<file path="src/rtl/nav_msg_gen.sv">
// nav_msg_gen: byte FIFO serialized MSB-first into navigation message bits,
// one bit every EPOCHS_PER_BIT code epochs, so data edges align to code-period starts.
module nav_msg_gen #(
  parameter int   EPOCHS_PER_BIT = 20,
  parameter int   FIFO_DEPTH     = 4,
  parameter logic IDLE_BIT       = 1'b0,
  localparam int  AW             = $clog2(FIFO_DEPTH)
) (
  input  logic          clk_in,
  input  logic          rst_in_n,
  input  logic          ena_in,
  input  logic          epoch_in,
  input  logic          wr_en_in,
  input  logic [7:0]    wr_data_in,
  input  logic          flush_in,
  input  logic          clr_flags_in,
  output logic          msg_out,
  output logic          bit_strobe_out,
  output logic          full_out,
  output logic [AW:0]   fill_out,
  output logic          underrun_out,
  output logic          overflow_out
);
  typedef enum logic {IDLE, RUN} state_t;
  state_t state_q, state_d;
  logic [7:0]    mem [FIFO_DEPTH];
  logic [AW-1:0] rd_q, rd_d, wr_q, wr_d;
  logic [AW:0]   fill_q, fill_d;
  logic [7:0]    cnt_q, cnt_d;
  logic [6:0]    sh_q, sh_d;
  logic [2:0]    rem_q, rem_d;
  logic          msg_q, msg_d, stb_q, stb_d, ufl_q, ufl_d, ofl_q, ofl_d;
  logic          boundary, have_bits, fifo_ne, full, pop, wr_ok;
  logic [7:0]    rd_byte;
  always_ff @(posedge clk_in or negedge rst_in_n)
    if (!rst_in_n) state_q <= IDLE;
    else state_q <= state_d;
  always_comb
    state_d = !ena_in ? IDLE : (state_q == IDLE && epoch_in) ? RUN : state_q;
  // Pop and overflow decisions see pre-edge occupancy; a full FIFO popping this cycle still takes the write.
  assign boundary  = ena_in && epoch_in && (state_q == IDLE || cnt_q == 8'(EPOCHS_PER_BIT - 1));
  assign have_bits = rem_q != 3'd0;
  assign fifo_ne   = fill_q != '0;
  assign full      = fill_q == (AW+1)'(FIFO_DEPTH);
  assign pop       = boundary && !have_bits && fifo_ne;
  assign wr_ok     = wr_en_in && !flush_in && (!full || pop);
  assign rd_byte   = mem[rd_q];
  always_comb begin
    cnt_d  = (!ena_in || boundary) ? 8'd0 : epoch_in ? cnt_q + 8'd1 : cnt_q;
    msg_d  = !ena_in ? IDLE_BIT : !boundary ? msg_q : have_bits ? sh_q[6] : fifo_ne ? rd_byte[7] : IDLE_BIT;
    sh_d   = !boundary ? sh_q : have_bits ? {sh_q[5:0], 1'b0} : rd_byte[6:0];
    rem_d  = (!ena_in || flush_in) ? 3'd0 : !boundary ? rem_q : have_bits ? rem_q - 3'd1 : fifo_ne ? 3'd7 : 3'd0;
    stb_d  = boundary;
    rd_d   = flush_in ? '0 : rd_q + AW'(pop);
    wr_d   = flush_in ? '0 : wr_q + AW'(wr_ok);
    fill_d = flush_in ? '0 : fill_q + (AW+1)'(wr_ok) - (AW+1)'(pop);
    ufl_d  = (boundary && !have_bits && !fifo_ne) || (ufl_q && !clr_flags_in);
    ofl_d  = (wr_en_in && !flush_in && full && !pop) || (ofl_q && !clr_flags_in);
  end
  always_ff @(posedge clk_in or negedge rst_in_n)
    if (!rst_in_n) begin
      cnt_q  <= '0;
      sh_q   <= '0;
      rem_q  <= '0;
      msg_q  <= IDLE_BIT;
      stb_q  <= 1'b0;
      rd_q   <= '0;
      wr_q   <= '0;
      fill_q <= '0;
      ufl_q  <= 1'b0;
      ofl_q  <= 1'b0;
    end else begin
      cnt_q  <= cnt_d;
      sh_q   <= sh_d;
      rem_q  <= rem_d;
      msg_q  <= msg_d;
      stb_q  <= stb_d;
      rd_q   <= rd_d;
      wr_q   <= wr_d;
      fill_q <= fill_d;
      ufl_q  <= ufl_d;
      ofl_q  <= ofl_d;
    end
  always_ff @(posedge clk_in)
    if (wr_ok) mem[wr_q] <= wr_data_in;
  assign msg_out        = msg_q;
  assign bit_strobe_out = stb_q;
  assign full_out       = full;
  assign fill_out       = fill_q;
  assign underrun_out   = ufl_q;
  assign overflow_out   = ofl_q;
endmodule

</file>
<file path="config.mk">
export PLATFORM = sky130hd
export DESIGN_NAME = nav_msg_gen
export DESIGN_NICKNAME = d
export VERILOG_FILES = /design/src/rtl/nav_msg_gen.sv
export SDC_FILE = /design/constraint.sdc
export NUM_CORES = 1
export LEC_CHECK = 0
export CORE_ASPECT_RATIO = 1.1
export CORE_MARGIN = 2
export CORE_UTILIZATION = 52
export CTS_BUF_LIST = sky130_fd_sc_hd__clkbuf_16
export DETAILED_ROUTE_END_ITERATION = 8
export HOLD_SLACK_MARGIN = 0.03
export PLACE_DENSITY = 0.71
export REMOVE_ABC_BUFFERS = 1
export SETUP_SLACK_MARGIN = 0.4
export SLEW_MARGIN = 20
export SYNTH_ARGS = -nofsm -noshare
export SYNTH_HDL_FRONTEND = slang
export SYNTH_SLANG_ARGS = --single-unit
</file>
<file path="constraint.sdc">
create_clock -name clk_in -period 4.72 [get_ports clk_in]
set_input_delay 0.944 -clock clk_in [delete_from_list [all_inputs] [get_ports clk_in]]
set_output_delay 0.944 -clock clk_in [all_outputs]
set_load 0.01 [all_outputs]
</file>
## Word-level counts from Yosys, hierarchy flattened

Memory sizes are Yosys's and may differ from the RTL's.
Cells that the tools add are included.

| operators by class | value |
|---|---|
| add/sub/neg operators | 6 |
| multiply operators | 0 |
| div/mod/pow operators | 0 |
| order comparisons | 0 |
| eq/ne operators | 4 |
| shifts and indexed selects | 0 |
| mux-type cells | 18 |
| bitwise gates (word level) | 1 |
| reduce and logical (&&, ||, !) cells | 29 |

Operators by type and width:

| operator | count |
|---|---|
| 8-bit 2-to-1 mux | 2 |
| 3-bit 2-to-1 mux | 5 |
| 1-bit logical AND | 12 |
| 8-bit by 1-bit adder with 8-bit output (second input constant) | 1 |
| 8-bit by 5-bit == test with 1-bit output (second input constant) | 1 |
| 1-bit 2-to-1 mux | 8 |
| 1-bit zero test | 7 |
| 7-bit 2-to-1 mux | 1 |
| 1-bit logical OR | 6 |
| 3-bit nonzero test | 2 |
| 2-bit by 1-bit adder with 2-bit output | 2 |
| 2-bit 2-to-1 mux | 2 |
| 2-bit by 1-bit != test with 1-bit output (second input constant) | 2 |
| 2-bit nonzero test | 2 |
| 3-bit by 1-bit adder with 3-bit output | 1 |
| 3-bit == test (second input constant) | 1 |
| 3-bit by 1-bit subtractor with 3-bit output | 1 |
| 3-bit by 1-bit subtractor with 3-bit output (second input constant) | 1 |
| 1-bit inverter | 1 |

| word-level totals | value |
|---|---|
| bits in registers | 30 |
| latch bits | 0 |
| bits in writable memories | 32 |
| memory bits (read-only) | 0 |
| word-level logic and storage cells | 70 |
| memories | 1 |

Memories:

| name | depth | bits a word | read ports | clocked after Yosys merged registers in | write ports | RTL line | source |
|---|---|---|---|---|---|---|---|
| mem | 4 | 8 | 1 | 0 | 1 | 26 | `logic [7:0] mem [FIFO_DEPTH];` |

## Depth between registers and ports, before layout

Gate-level depths: netlist of run 1.

| depth | value |
|---|---|
| depth after elaboration | 10 |
| gate-level depth with buffers | 13 |

## Least setup slack after synthesis of run 1

Ideal clock, no wire load.

| timing | value |
|---|---|
| path kind | in2reg |
| from | input flush_in |
| to | register fill_q[2] (netlist: fill_out[2]) |
| setup time | 131 ps |
| data arrival time | 2612 ps |
| path slack | 1978 ps |
| cell stages on the path | 10 |
| path buffers | 1 |
| cell sequence | clkbuf_1 -> nor2b_1 -> nor3_1 -> o21bai_1 -> ha_1 -> inv_1 -> fa_1 -> xor2_1 -> xnor2_1 -> nor2_1 |

| between the ends | value |
|---|---|
| cells in the longest elaborated chain, start to end | 6 |

RTL lines:

| what | RTL line | source |
|---|---|---|
| start: declaration | 15 | `input logic flush_in,` |
| 1-bit zero test | 46 | `assign wr_ok = wr_en_in && !flush_in && (!full \|\| pop);` |
| 1-bit logical AND (2 in series) | 46 |  |
| 3-bit by 1-bit adder with 3-bit output | 56 | `fill_d = flush_in ? '0 : fill_q + (AW+1)'(wr_ok) - (AW+1)'(pop);` |
| 3-bit by 1-bit subtractor with 3-bit output | 56 |  |
| 3-bit 2-to-1 mux (*) | 56 |  |
| named net fill_d[2] | 28 | `logic [AW:0] fill_q, fill_d;` |
| end signal: assignment | 80 | `fill_q <= fill_d;` |
| end: declaration | 28 |  |

The timed path passes the listed nets; every way through them passes the cells marked *.
A chain may end at the register's enable or synchronous reset.

## Final worst setup path of run 1

| timing | value |
|---|---|
| from | input epoch_in |
| to | register fill_q[2] (netlist: fill_out[2]) |

| between the ends | value |
|---|---|
| cells in the longest elaborated chain, start to end | 9 |

RTL lines:

| what | RTL line | source |
|---|---|---|
| start: declaration | 12 | `input logic epoch_in,` |
| 1-bit logical AND (*) (2 in series) | 41 | `assign boundary = ena_in && epoch_in && (state_q == IDLE \|\| cnt_q == 8'(EPOCHS_PER_BIT - 1));` |
| 1-bit logical AND (*) (2 in series) | 45 | `assign pop = boundary && !have_bits && fifo_ne;` |
| 1-bit logical OR | 46 |  |
| 1-bit logical AND | 46 |  |
| 3-bit by 1-bit adder with 3-bit output | 56 |  |
| 3-bit by 1-bit subtractor with 3-bit output (*) | 56 |  |
| 3-bit 2-to-1 mux (*) | 56 |  |
| named net fill_d[2] | 28 |  |

Marked as above.

==> results.sh, run 1 <==
export IMPL_grtUsageMet1_pct=22.8
export IMPL_grt_total_usage_pct=19.1
export IMPL_leakagePower_nw=1.32
export IMPL_path_clk_slew_ns=0.06
export IMPL_final_util_pct=66.1
export IMPL_die_h_um=80.7
export IMPL_grt_pass1_vias=1810
export IMPL_ys_seq_elements=62
export IMPL_met3_usage_pct=5.90
export IMPL_diodes=0
export IMPL_drt_initial_drc_count=79
export IMPL_skew_ns=0.00456
export IMPL_grt_max_degree=31
export IMPL_synth_enable_flop_cells=32
export IMPL_hold_buffers=0
export IMPL_numCtsBuffers=9
export IMPL_gr_usage_met2_pct=32.4
export IMPL_hold_viol=0
export IMPL_worst_setup_path_start_kind="primary input"
export IMPL_fmax_mhz=288
export IMPL_yosysWarnings=0
export IMPL_tightest_slew_ns=0.994
export IMPL_grt_pass1_wl_um=8240
export IMPL_finalCritPeriodShare_pct=73.4
export IMPL_dr_pass1_iters=4
export IMPL_synth_top_area_cell="edfxtp_1"
export IMPL_cts_setup_buffers=0
export IMPL_vias_per_cell=5.69
export IMPL_ios=23
export IMPL_setup_ws_ns=1.25
export IMPL_clock_latency_ns=0.32
export IMPL_ctsResizeCount=0
export IMPL_dominantRegCellSynth="edfxtp_1"
export IMPL_maxSlewViolCount=0
export IMPL_synth_cells_most_frequent="edfxtp_1 (32), dfrtp_1 (30), nor2_1 (16), o21ai_0 (16)"
export IMPL_crit_fanout=12
export IMPL_final_cells=296
export IMPL_initial_utilization_pct=54.9
export IMPL_dp_hpwl_um=3370
export IMPL_drc=0
export IMPL_detail_route_antenna_nets=0
export IMPL_async_reset_ff_share_pct=48.4
export IMPL_vdd_drop_max_mv=0.564
export IMPL_power_density_nw_per_um2=458
export IMPL_status="completed"
export IMPL_final_nets=255
export IMPL_hold_slack_ns=0.494
export IMPL_dp_slack_ns=1.01
export IMPL_finalSetupViolCount=0
export IMPL_critPathCaptureType="flop"
export IMPL_synth_area_leaders="edfxtp_1 (35%), dfrtp_1 (27%), mux4_2 (6.5%)"
export IMPL_dieArea_um2=5950
export IMPL_rsz0062_at_grt="false"
export IMPL_postSynthCellCount=206
export IMPL_syn_area_um2=2780
export IMPL_cp_required_ns=4.91
export IMPL_overflow=0
export IMPL_die_w_um=73.7
export IMPL_std_cell_rows=27
export IMPL_drive_gt1_share_pct=13.4
export IMPL_yosys_cell_count_top_type="edfxtp_1"
export IMPL_place_gp_congestion=0.874
export IMPL_clock_sinks=62
export IMPL_avgSynthCellArea_um2=13.5
export IMPL_wl_um=4890
export IMPL_cap_violations=0
export IMPL_antenna_found_initial=0
export IMPL_slew_headroom_pct=33.5
export IMPL_dpl_cell_count=280
export IMPL_htreeDepth=3
export IMPL_synth_top_area_share_pct=34.6
export IMPL_worstPathArrival_ns=3.66
export IMPL_ys_seq_area_share_pct=61.6
export IMPL_critical_path_class="primary input to flop"
export IMPL_max_clock_path_buffers=2
export IMPL_top_usage_layer="met2"
export IMPL_root_buffer="clkbuf_16"
export IMPL_wl_per_cell_um=16.5
export IMPL_finalSetupTns_ns=0
export IMPL_hold_path_class="flop to flop"
export IMPL_core_region_area_um2=5070
export IMPL_vias=1684
export IMPL_cts_tree="yes"
export IMPL_portBuffers=22
export IMPL_areaGrowthSynthToFinish_pct=20.6
export IMPL_period_needed_ns=3.47
export IMPL_synth_distinct_cells=37
[final cells by class]
type	count	area (um2)
clock buffer	9	225
sequential	62	1710
inverter	11	41.3
clock inverter	7	81.3
tap	58	72.6
fill	363	1720
timing repair buffer	26	250
multi-input combinational	123	970
[cells in the final DEF (no fill, tap or decap), drive strengths merged, types with 2 or more instances in the layout]
cell	count
nand2b	4
mux2i	7
a21oi	11
xnor2	6
nor4b	4
nand2	8
nor2	16
mux4	8
clkdlybuf4s50	22
nor4	2
nand3	6
nand4	3
edfxtp	32
a31oi	2
nand3b	2
inv	13
buf	4
ha	6
nor2b	7
nor3	2
dfrtp	30
o21ai	16
xor2	3
clkbuf	9
clkinv	3
[sequential cells by signal (all words and copies together), names as in the netlist, 2 cells and up]
signal    count
mem          32
cnt_q         8
sh_q          7
fill_out      3
rem_q         3
rd_q          2
wr_q          2
[logic make-up (layout without fill, tap and decap cells)]
kind of cell             after synthesis  in the layout  synth area share, %
AO/OA/AOI/OAI                         36             36                 7.92
buffers and inverters                 21             53                 3.56
flip-flops                            62             62                 61.6
adder cells (fa/ha/maj)                7              7                 3.42
multiplexers                          15             15                 9.00
AND/OR/NAND/NOR                       56             56                 11.7
XOR/XNOR                               9              9                 2.84
[through the flow]
step	power (mW)	cell area (um2)
2_1_floorplan	0.800	2720
3_3_place_gp	0.885	3050
3_5_place_dp	0.895	3050
4_1_cts	1.55	3350
5_1_grt	1.60	3350
6_report	1.54	3350
[routing by layer]
| layer | vias to the layer above | wire [um] |
|---|---|---|
| li1 | 810 | - |
| met1 | 838 | 2080 |
| met2 | 32 | 2590 |
| met3 | 4 | 183 |
| met4 | 0 | 44 |
| met5 | - | 0 |
[where the power goes]
| part | switching (mW) | internal (mW) |
|---|---|---|
| Clock | 0.237 | 0.414 |
| Sequential | 0.0378 | 0.618 |
| Combinational | 0.114 | 0.115 |
[path summary, 6_finish.rpt]
kind / from / end / slack [ns] / cells past startpoint
max in group asynchronous: rst_in_n / overflow_out / 3.42 / 2
worst min-delay path: underrun_out / underrun_out / 0.49 / 1
worst max-delay path: epoch_in / fill_out[2] / 1.25 / 12
min in group asynchronous: rst_in_n / underrun_out / 1.01 / 2
worst min register to register: underrun_out / underrun_out / 0.49 / 1
worst max register to register: rem_q[0] / fill_out[2] / 1.56 / 13
[critical path, stage by stage]
cell	delay [ns]
clkdlybuf4s50_1	0.67
and4b_1	0.27
a21oi_1	0.07
buf_4	0.19
nor3_1	0.33
o21bai_1	0.18
ha_1	0.18
inv_1	0.05
fa_1	0.38
xor2_1	0.18
xnor2_1	0.14
nor2_1	0.06
No activity file was read; power rests on OpenSTA's default activity.
==> run 2, diff against run 1 <==
--- a/config.mk
+++ b/config.mk
@@ -11,7 +11,7 @@
 export CTS_BUF_LIST = sky130_fd_sc_hd__clkbuf_16
 export DETAILED_ROUTE_END_ITERATION = 8
 export HOLD_SLACK_MARGIN = 0.03
-export PLACE_DENSITY = 0.71
+export PLACE_DENSITY = 0.74
 export REMOVE_ABC_BUFFERS = 1
 export SETUP_SLACK_MARGIN = 0.4
 export SLEW_MARGIN = 20
==> constraint.sdc (replaced) <==
create_clock -name clk_in -period 3.1 [get_ports clk_in]
set_input_delay 0.62 -clock clk_in [delete_from_list [all_inputs] [get_ports clk_in]]
set_output_delay 0.62 -clock clk_in [all_outputs]
set_load 0.01 [all_outputs]
==> results.sh, run 2 (synthesis results as in run 1) <==
export IMPL_clock_latency_ns=0.32
export IMPL_diodes=0
export IMPL_antenna_found_initial=0
export IMPL_finalSetupViolCount=0
export IMPL_finalCritPeriodShare_pct=83.1
export IMPL_skew_ns=0.00743
export IMPL_hold_path_class="flop to flop"
export IMPL_place_gp_congestion=0.837
export IMPL_clock_sinks=62
export IMPL_wl_per_cell_um=17.0
export IMPL_wl_um=5220
export IMPL_path_delay_family="buffers and inverters"
export IMPL_hold_viol=0
export IMPL_grtUsageMet1_pct=26.7
export IMPL_max_clock_path_buffers=2
export IMPL_cts_tree="yes"
export IMPL_drc=0
export IMPL_period_needed_ns=2.58
export IMPL_drive_gt1_share_pct=17.7
export IMPL_dr_pass1_iters=5
export IMPL_vdd_drop_max_mv=0.364
export IMPL_critPathCaptureType="flop"
export IMPL_die_h_um=80.7
export IMPL_grt_pass1_vias=1772
export IMPL_die_w_um=73.7
export IMPL_finalSetupTns_ns=0
export IMPL_hold_slack_ns=0.491
export IMPL_reg_largest_list="mem: 32 flops, cnt_q: 8 flops, sh_q: 7 flops"
export IMPL_vias=1756
export IMPL_worstPathArrival_ns=2.78
export IMPL_root_buffer="clkbuf_16"
export IMPL_power_density_nw_per_um2=676
export IMPL_maxSlewViolCount=0
export IMPL_crit_buf_inv=2
export IMPL_overflow=0
export IMPL_dp_hpwl_um=3430
export IMPL_grt_pass1_wl_um=8560
export IMPL_htreeDepth=3
export IMPL_critical_path_class="primary input to flop"
export IMPL_cp_required_ns=3.31
export IMPL_dieArea_um2=5950
export IMPL_status="completed"
export IMPL_worst_setup_path_start_kind="primary input"
export IMPL_gr_usage_met2_pct=30.1
export IMPL_std_cell_rows=27
export IMPL_final_util_pct=67.9
export IMPL_met3_usage_pct=4.39
export IMPL_path_clk_slew_ns=0.05
export IMPL_dpl_cell_count=288
export IMPL_rsz0062_at_grt="false"
export IMPL_grt_total_usage_pct=19.8
export IMPL_ios=23
export IMPL_detail_route_antenna_nets=0
export IMPL_crit_path_top_delay_cell="clkdlybuf4s50_1"
export IMPL_tightest_slew_ns=0.558
export IMPL_final_cell_mix="edfxtp_1 (32), dfrtp_1 (30), clkdlybuf4s50_1 (22)"
export IMPL_drt_initial_drc_count=154
export IMPL_initial_utilization_pct=54.9
export IMPL_areaGrowthSynthToFinish_pct=23.7
export IMPL_leakagePower_nw=1.38
export IMPL_slew_headroom_pct=62.8
export IMPL_numCtsBuffers=9
export IMPL_core_region_area_um2=5070
export IMPL_portBuffers=22
export IMPL_crit_fanout=4
export IMPL_cp_common_cell="nor2_1"
export IMPL_largest_register_ffs=32
export IMPL_path_depth=11
export IMPL_holdPathStages=1
export IMPL_hold_buffers=0
export IMPL_final_cells=307
export IMPL_r2r_cells=11
export IMPL_final_nets=266
export IMPL_grt_max_degree=31
export IMPL_top_usage_layer="met2"
export IMPL_fmax_mhz=388
export IMPL_max_stage_delay_ns=0.47
export IMPL_top_register="mem"
export IMPL_final_common_cell="edfxtp_1"
export IMPL_finalPower_mw=2.32
export IMPL_cap_violations=0
export IMPL_vias_per_cell=5.72
export IMPL_cp_cell_sequence="clkdlybuf4s50_1, and4b_1, a21oi_4, nor2_1, o21bai_1, ha_1, inv_1, fa_1, xor2_1, xnor2_1, nor2_1"
==> run 2: path summary, 6_finish.rpt <==
path	startpoint	end	slack [ns]
worst max-delay path	epoch_in	fill_out[2]	0.52
worst min-delay path	underrun_out	underrun_out	0.49
worst max register to register	cnt_q[0]	fill_out[2]	0.60
worst min register to register	underrun_out	underrun_out	0.49
max in group asynchronous	rst_in_n	fill_out[1]	2.12
min in group asynchronous	rst_in_n	rem_q[1]	0.70
==> run 2: cell type report <==
| class | instances | area [um2] |
|---|---|---|
| Multi-Input combinational cell | 123 | 997 |
| Sequential cell | 62 | 1710 |
| Inverter | 11 | 41.3 |
| Timing Repair Buffer | 37 | 333 |
| Clock buffer | 9 | 225 |
| Fill cell | 375 | 1630 |
| Clock inverter | 7 | 58.8 |
| Tap cell | 58 | 72.6 |
==> run 2: power by group <==
group          total [mW]  internal (mW)  leakage (nW)  switching (mW)
Combinational       0.385          0.196         0.544           0.189
Sequential          0.997          0.941         0.690          0.0558
Clock               0.942          0.609         0.149           0.333
==> run 2: repair_timing <==
action	4_1_cts	5_1_grt
endpoints found under the setup margin	0	1
hold endpoints to repair	0	0
resized for setup	0	6
setup buffers	0	3
==> run 2: layer usage <==
layer	vias up	share of wire, %
met5	-	0
met1	884	45
met3	10	2.5
met4	0	1.7
met2	27	51
li1	835	-
==> run 2: per-stage QoR <==
step                cell area [um2]  worst slack, ns
floorplan                      2720            0.395
global placement               3110            0.201
detailed placement             3110            0.118
CTS                            3390            0.440
global route                   3440            0.380
finish                         3440            0.525
